### src/rtl/mips_pkg.sv
// Shared pipeline constants and the stage slot record used by the hazard
// bookkeeping logic.
package mips_pkg;
   localparam int TNEW_W    = 2;
   localparam int REG_W     = 5;
   localparam int TNEW_ALU  = 1;
   localparam int TNEW_LOAD = 2;
   localparam logic [REG_W-1:0] REG_ZERO = 5'd0;

   typedef struct packed {
      logic [REG_W-1:0]  reg_wa;
      logic [TNEW_W-1:0] tnew;
   } stage_slot_t;
endpackage

### src/rtl/hazard_tnew_tracker_if.sv
// Signal bundle between the D stage / hazard unit and the Tnew tracker.
// Handshake: no valid/ready pair; D_Valid qualifies D_* every cycle and stall is a same-cycle request.
interface hazard_tnew_tracker_if
   import mips_pkg::*;
   #(parameter int CNT_W = 16) ();
   logic              D_Valid;
   logic [TNEW_W-1:0] D_Tnew;
   logic [REG_W-1:0]  D_Reg_WA;
   logic              stall;
   logic [TNEW_W-1:0] E_Tnew;
   logic [REG_W-1:0]  E_Reg_WA;
   logic [TNEW_W-1:0] M_Tnew;
   logic [REG_W-1:0]  M_Reg_WA;
   logic [REG_W-1:0]  W_Reg_WA;
   logic              PC_En;
   logic              FD_En;
   logic              DE_Clr;
   logic [CNT_W-1:0]  Stall_Cnt;
   logic [CNT_W-1:0]  Bubble_Cnt;

   modport master (
      output D_Valid, D_Tnew, D_Reg_WA, stall,
      input  E_Tnew, E_Reg_WA, M_Tnew, M_Reg_WA, W_Reg_WA,
      input  PC_En, FD_En, DE_Clr, Stall_Cnt, Bubble_Cnt
   );

   modport slave (
      input  D_Valid, D_Tnew, D_Reg_WA, stall,
      output E_Tnew, E_Reg_WA, M_Tnew, M_Reg_WA, W_Reg_WA,
      output PC_En, FD_En, DE_Clr, Stall_Cnt, Bubble_Cnt
   );
endinterface

### src/rtl/sat_counter.sv
// Up-counter that sticks at its all-ones value instead of wrapping.
module sat_counter #(
   parameter int CNT_W = 16
) (
   input  logic             clk,
   input  logic             rst_n,
   input  logic             inc,
   output logic [CNT_W-1:0] count
);
   always_ff @(posedge clk or negedge rst_n) begin
      if (!rst_n) begin
         count <= '0;
      end else if (inc && (count != {CNT_W{1'b1}})) begin
         count <= count + 1'b1;
      end
   end
endmodule

### src/rtl/hazard_tnew_tracker.sv
// Keeps the E/M/W destination register and remaining Tnew for the hazard unit,
// and turns the unit's stall into PC/FD freeze plus a DE bubble.
module hazard_tnew_tracker
   import mips_pkg::*;
   #(
   parameter int CNT_W    = 16,
   parameter int TNEW_MAX = TNEW_LOAD
) (
   input  logic                  clk,
   input  logic                  rst_n,
   hazard_tnew_tracker_if.slave  bus
);
   stage_slot_t      e_q, m_q, e_d, m_d;
   logic [REG_W-1:0] w_wa_q;
   logic             bubble;
   logic [CNT_W-1:0] stall_cnt, bubble_cnt;

   always_comb begin
      bubble   = bus.stall | ~bus.D_Valid;
      e_d      = '{reg_wa: REG_ZERO, tnew: '0};
      if (!bubble) begin
         e_d.reg_wa = bus.D_Reg_WA;
         e_d.tnew   = (int'(bus.D_Tnew) > TNEW_MAX) ? TNEW_W'(TNEW_MAX) : bus.D_Tnew;
         // A $0 writer never produces a result anyone waits on.
         if (bus.D_Reg_WA == REG_ZERO) e_d.tnew = '0;
      end
      m_d.reg_wa = e_q.reg_wa;
      m_d.tnew   = (e_q.tnew == '0) ? '0 : e_q.tnew - 1'b1;
      if (e_q.reg_wa == REG_ZERO) m_d.tnew = '0;
   end

   // M and W advance every cycle; only the E slot reacts to stall.
   always_ff @(posedge clk or negedge rst_n) begin
      if (!rst_n) begin
         e_q    <= '{reg_wa: REG_ZERO, tnew: '0};
         m_q    <= '{reg_wa: REG_ZERO, tnew: '0};
         w_wa_q <= REG_ZERO;
      end else begin
         e_q    <= e_d;
         m_q    <= m_d;
         w_wa_q <= m_q.reg_wa;
      end
   end

   sat_counter #(.CNT_W(CNT_W)) u_stall_cnt (
      .clk   (clk),
      .rst_n (rst_n),
      .inc   (bus.stall),
      .count (stall_cnt)
   );

   sat_counter #(.CNT_W(CNT_W)) u_bubble_cnt (
      .clk   (clk),
      .rst_n (rst_n),
      .inc   (bubble),
      .count (bubble_cnt)
   );

   assign bus.E_Reg_WA   = e_q.reg_wa;
   assign bus.E_Tnew     = (e_q.reg_wa == REG_ZERO) ? '0 : e_q.tnew;
   assign bus.M_Reg_WA   = m_q.reg_wa;
   assign bus.M_Tnew     = (m_q.reg_wa == REG_ZERO) ? '0 : m_q.tnew;
   assign bus.W_Reg_WA   = w_wa_q;
   assign bus.PC_En      = ~bus.stall;
   assign bus.FD_En      = ~bus.stall;
   assign bus.DE_Clr     = bus.stall;
   assign bus.Stall_Cnt  = stall_cnt;
   assign bus.Bubble_Cnt = bubble_cnt;
endmodule
### src/flat_wrapper.sv
// flat-port wrapper written by rule: the top's interface ports become plain ports
module hazard_tnew_tracker_flat import mips_pkg::*;
#(
   parameter int CNT_W    = 16,
   parameter int TNEW_MAX = TNEW_LOAD
)
  (clk, rst_n, bus_D_Valid, bus_D_Tnew, bus_D_Reg_WA, bus_stall, bus_E_Tnew, bus_E_Reg_WA, bus_M_Tnew, bus_M_Reg_WA, bus_W_Reg_WA, bus_PC_En, bus_FD_En, bus_DE_Clr, bus_Stall_Cnt, bus_Bubble_Cnt);
  hazard_tnew_tracker_if #(.CNT_W(CNT_W)) bus_i ();
  input  logic clk;
  input  logic rst_n;
  input wire logic [$bits(bus_i.D_Valid)-1:0] bus_D_Valid;
  input wire logic [$bits(bus_i.D_Tnew)-1:0] bus_D_Tnew;
  input wire logic [$bits(bus_i.D_Reg_WA)-1:0] bus_D_Reg_WA;
  input wire logic [$bits(bus_i.stall)-1:0] bus_stall;
  output wire logic [$bits(bus_i.E_Tnew)-1:0] bus_E_Tnew;
  output wire logic [$bits(bus_i.E_Reg_WA)-1:0] bus_E_Reg_WA;
  output wire logic [$bits(bus_i.M_Tnew)-1:0] bus_M_Tnew;
  output wire logic [$bits(bus_i.M_Reg_WA)-1:0] bus_M_Reg_WA;
  output wire logic [$bits(bus_i.W_Reg_WA)-1:0] bus_W_Reg_WA;
  output wire logic [$bits(bus_i.PC_En)-1:0] bus_PC_En;
  output wire logic [$bits(bus_i.FD_En)-1:0] bus_FD_En;
  output wire logic [$bits(bus_i.DE_Clr)-1:0] bus_DE_Clr;
  output wire logic [$bits(bus_i.Stall_Cnt)-1:0] bus_Stall_Cnt;
  output wire logic [$bits(bus_i.Bubble_Cnt)-1:0] bus_Bubble_Cnt;
  assign bus_i.D_Valid = bus_D_Valid;
  assign bus_i.D_Tnew = bus_D_Tnew;
  assign bus_i.D_Reg_WA = bus_D_Reg_WA;
  assign bus_i.stall = bus_stall;
  assign bus_E_Tnew = bus_i.E_Tnew;
  assign bus_E_Reg_WA = bus_i.E_Reg_WA;
  assign bus_M_Tnew = bus_i.M_Tnew;
  assign bus_M_Reg_WA = bus_i.M_Reg_WA;
  assign bus_W_Reg_WA = bus_i.W_Reg_WA;
  assign bus_PC_En = bus_i.PC_En;
  assign bus_FD_En = bus_i.FD_En;
  assign bus_DE_Clr = bus_i.DE_Clr;
  assign bus_Stall_Cnt = bus_i.Stall_Cnt;
  assign bus_Bubble_Cnt = bus_i.Bubble_Cnt;
  hazard_tnew_tracker #(.CNT_W(CNT_W), .TNEW_MAX(TNEW_MAX)) u_core (.clk(clk), .rst_n(rst_n), .bus(bus_i));
endmodule
### config.mk
export PLATFORM = sky130hd
export DESIGN_NAME = hazard_tnew_tracker_flat
export DESIGN_NICKNAME = d
export VERILOG_FILES = /design/src/rtl/mips_pkg.sv /design/src/rtl/hazard_tnew_tracker_if.sv /design/src/rtl/sat_counter.sv /design/src/rtl/hazard_tnew_tracker.sv /design/src/flat_wrapper.sv
export SDC_FILE = /design/constraint.sdc
export NUM_CORES = 1
export LEC_CHECK = 0
export CORE_UTILIZATION = 40
export CTS_BUF_LIST = sky130_fd_sc_hd__clkbuf_4 sky130_fd_sc_hd__clkbuf_8
export CTS_CLUSTER_SIZE = 24
export DETAILED_ROUTE_END_ITERATION = 8
export PLACE_DENSITY = 0.69
export SLEW_MARGIN = 20
export SYNTH_ARGS = -nofsm -noshare
export SYNTH_HDL_FRONTEND = slang
export SYNTH_SLANG_ARGS = --single-unit
### constraint.sdc
create_clock -name clk -period 2.7 [get_ports clk]
set_clock_uncertainty 0.05 [all_clocks]
set_input_delay 0.54 -clock clk [delete_from_list [all_inputs] [get_ports clk]]
set_output_delay 0.54 -clock clk [all_outputs]
set_load 0.05 [all_outputs]
==> results.json <==
{
  "yosys_warnings": 0,
  "nets": 267,
  "worstMarginPinSlew_ns": 0.604,
  "peakVddDrop_mv": 0.759,
  "netlist_area_um2": 2220,
  "io_pins": 65,
  "fillerInstances": 460,
  "first_pass_iters": 4,
  "routed_wl_um": 4110,
  "synthFlopType": "dfrtp_1",
  "setup_viol": 0,
  "drcViolationCount": 0,
  "synth_compound_area_frac": 0.0428,
  "synth_adder_area_share": 0.0113,
  "place_hpwl_um": 3100,
  "cap_violations": 0,
  "synth_cells": 192,
  "fmax_ghz": 0.411,
  "synth.avg_cell_area_um2": 11.6,
  "post-route-min-period_ns": 2.43,
  "grt_usage": 0.156,
  "drtAntennaViolNets": 0,
  "first_global_vias": 1533,
  "rsz0062_at_grt": "false",
  "num_rows": 26,
  "die_y_um": 76.5,
  "max_slew_margin": 0.597,
  "path_clk_slew_ns": 0.09,
  "end_kind": "output port",
  "antenna_found_initial": 0,
  "die_area_um2": 5850,
  "die_x_um": 76.5,
  "antenna_cells": 0,
  "fp.coreArea_um2": 5240,
  "fin_crit_sh": 0.900,
  "overflow": 0,
  "clock_path_buffers": 2,
  "num_vias": 1610,
  "syn-num-nets": 205,
  "power.total_mw": 2.41,
  "post_cts_buffers": 0,
  "clock_sinks": 51,
  "cp-start-kind": "flop",
  "initial_core_util": 0.424,
  "drt-initial-drc-count": 46,
  "netlist_top_cells_area": "dfrtp_1 57%, xnor2_1 6.3%, buf_4 4.1%, nand4_1 3.1%, xor2_1 2.8%",
  "arrival_ns": 1.84,
  "hold_viol": 0,
  "synth_top_area_cell": "dfrtp_1",
  "synthArstFlopShare": 1.00,
  "drv_slew": 0,
  "synth_top_family_by_area": "simple AND/OR/NAND/NOR gates",
  "ys_seq_elements": 51,
  "gp_congestion": 0.764,
  "io_buffers": 64,
  "grt_pass1_wl_um": 7170,
  "synth.area.mux_share": 0.0254,
  "syn2layout_area_growth_pct": 35.6,
  "htree_levels": 2,
  "leakage_nw": 1.31,
  "cp_max_fo": 3,
  "powerDensity_nw_per_um2": 801,
  "ys_seq_area_frac": 0.575,
  "synth_top_area_frac": 0.575,
  "clkLatencyLatePin_ns": 0.29,
  "synth.distinct_cells": 38,
  "synth-edff-count": 0,
  "yosys.area_share.xor_xnor": 0.0908,
  "drive_above_1_share": 0.0980,
  "hold_class": "in2async",
  "grt_start_max_net_pins": 28,
  "status": "finished, final reports clean",
  "wl_per_cell_um": 12.6,
  "cts_root_buf": "clkbuf_8",
  "synth_simple_gate_area_frac": 0.198,
  "crit_required_ns": 2.11,
  "setup_tns_ns": 0,
  "cts_inserted_buffers": 5,
  "vias_per_cell": 4.95,
  "path_class": "reg2out",
  "cts_tree": "done"
}
## cells in the final DEF (no fill, tap or decap), types with 2 or more instances in the layout
cell type        Yosys  layout
a21oi_1              4       4
a31oi_1              2       2
and2_1               7       7
and3_1               3       3
buf_12               0       4
buf_4               12       5
clkbuf_8             0       5
clkdlybuf4s50_1      0      56
clkinv_2             0       2
dfrtp_1             51      51
dlygate4sd2_1        0       4
ha_1                 2       2
inv_1                5       5
mux2_1               3       3
mux2_2               2       2
nand2_1              6       6
nand3_1              8       8
nand4_1             11      11
nor2_1               9       9
nor2b_1              7       7
nor3_1               6       6
o2111ai_1            2       2
o211ai_1             2       2
o21ai_0              4       4
o21ai_1              2       2
or4_1                5       5
xnor2_1             16      16
xor2_1               7       7
## worst max-delay path, stage by stage (launching register included)
cell           delay, ns
dfrtp_1             0.39
or4_1               0.52
nor2_1              0.14
nor2b_1             0.08
dlygate4sd2_1       0.42
## kinds of logic (layout without fill, tap and decap cells)
group                      after synthesis  after routing
AOI/OAI and AO/OA                       16             16
xor gates and xnor gates                23             23
adders and majority gates                2              2
buffers and inverters                   21             84
DFF                                     51             51
muxes                                    5              5
and+or+nand+nor                         74             74
## sequential cells by signal, summed over array words and instances (netlist names)
| name | cells |
|---|---|
| u_core.bus.M_Reg_WA | 5 |
| u_core.bus.W_Reg_WA | 5 |
| u_core.u_bubble_cnt.count | 16 |
| u_core.bus.E_Reg_WA | 5 |
| u_core.e_q | 2 |
| u_core.m_q | 2 |
| u_core.u_stall_cnt.count | 16 |
## per-stage QoR
| stage | cells | setup WS (ns) | utilization | hold WS [ns] | area, um^2 |
|---|---|---|---|---|---|
| final | 325 | 0.269 | 0.575 | 0.198 | 3010 |
| after floorplan | 192 | 0.410 | - | 0.194 | 2220 |
| after global routing | 325 | 0.148 | 0.575 | 0.225 | 3010 |
| after detailed placement | 317 | 0.303 | 0.559 | 0.325 | 2930 |
| after CTS | 325 | 0.248 | 0.575 | 0.207 | 3010 |
| after global placement | 317 | 0.321 | 0.559 | 0.321 | 2930 |
## power breakdown
part | total, mW | internal (mW) | switching (mW)
sequential | 1.05 | 0.885 | 0.166
combinational | 0.938 | 0.334 | 0.603
clock | 0.423 | 0.183 | 0.241
total | 2.41 | 1.40 | 1.01
## repair_timing
action	4_1_cts	5_1_grt
resized for setup	4	0
setup endpoints to repair	4	0
hold buffers	0	0
## path summary, 6_finish.rpt
path,start,end,slack (ns),cells past startpoint
worst max-delay path,u_core.bus.E_Reg_WA[0],bus_E_Tnew[1],0.27,4
worst min-delay path,rst_n,u_core.e_q[0],0.20,1
worst max register to register,u_core.u_stall_cnt.count[0],u_core.u_stall_cnt.count[1],0.60,5
worst min register to register,u_core.bus.E_Reg_WA[0],u_core.bus.M_Reg_WA[0],0.34,0
max in group asynchronous,rst_n,u_core.bus.E_Reg_WA[0],1.86,2
min in group clk,u_core.bus.E_Reg_WA[0],u_core.bus.M_Reg_WA[0],0.34,0
## synthesized netlist by cell type (2+ instances only)
library cell and number:
o211ai_1 2, o2111ai_1 2, mux2_1 3, xor2_1 7, nor3_1 6, a21oi_1 4
nand3_1 8, and3_1 3, a31oi_1 2, dfrtp_1 51, nor2b_1 7, nand2_1 6
and2_1 7, nand4_1 11, nor2_1 9, inv_1 5, o21ai_1 2, xnor2_1 16
mux2_2 2, o21ai_0 4, ha_1 2, clkbuf_1 2, buf_4 12, or4_1 5
## cell type report
| class | instances | area (um^2) | share of cell area |
|---|---|---|---|
| clock buffers | 5 | 68.8 | 0.0229 |
| clock inverters | 3 | 18.8 | 0.00623 |
| inverters | 6 | 22.5 | 0.00748 |
| multi-input cells | 120 | 818 | 0.272 |
| flip-flops and latches | 51 | 1280 | 0.424 |
| well taps | 70 | 87.6 | 0.0291 |
| repair buffers | 70 | 718 | 0.239 |
## metal layers
metal	GRT usage	vias to the layer above	part of all wire
met5	0	-	0
li1	-	789	-
met3	0.0563	4	0.068
met4	0.0462	0	0.0058
met1	0.197	771	0.45
met2	0.252	46	0.48
Power figures use the tool's default switching activity.
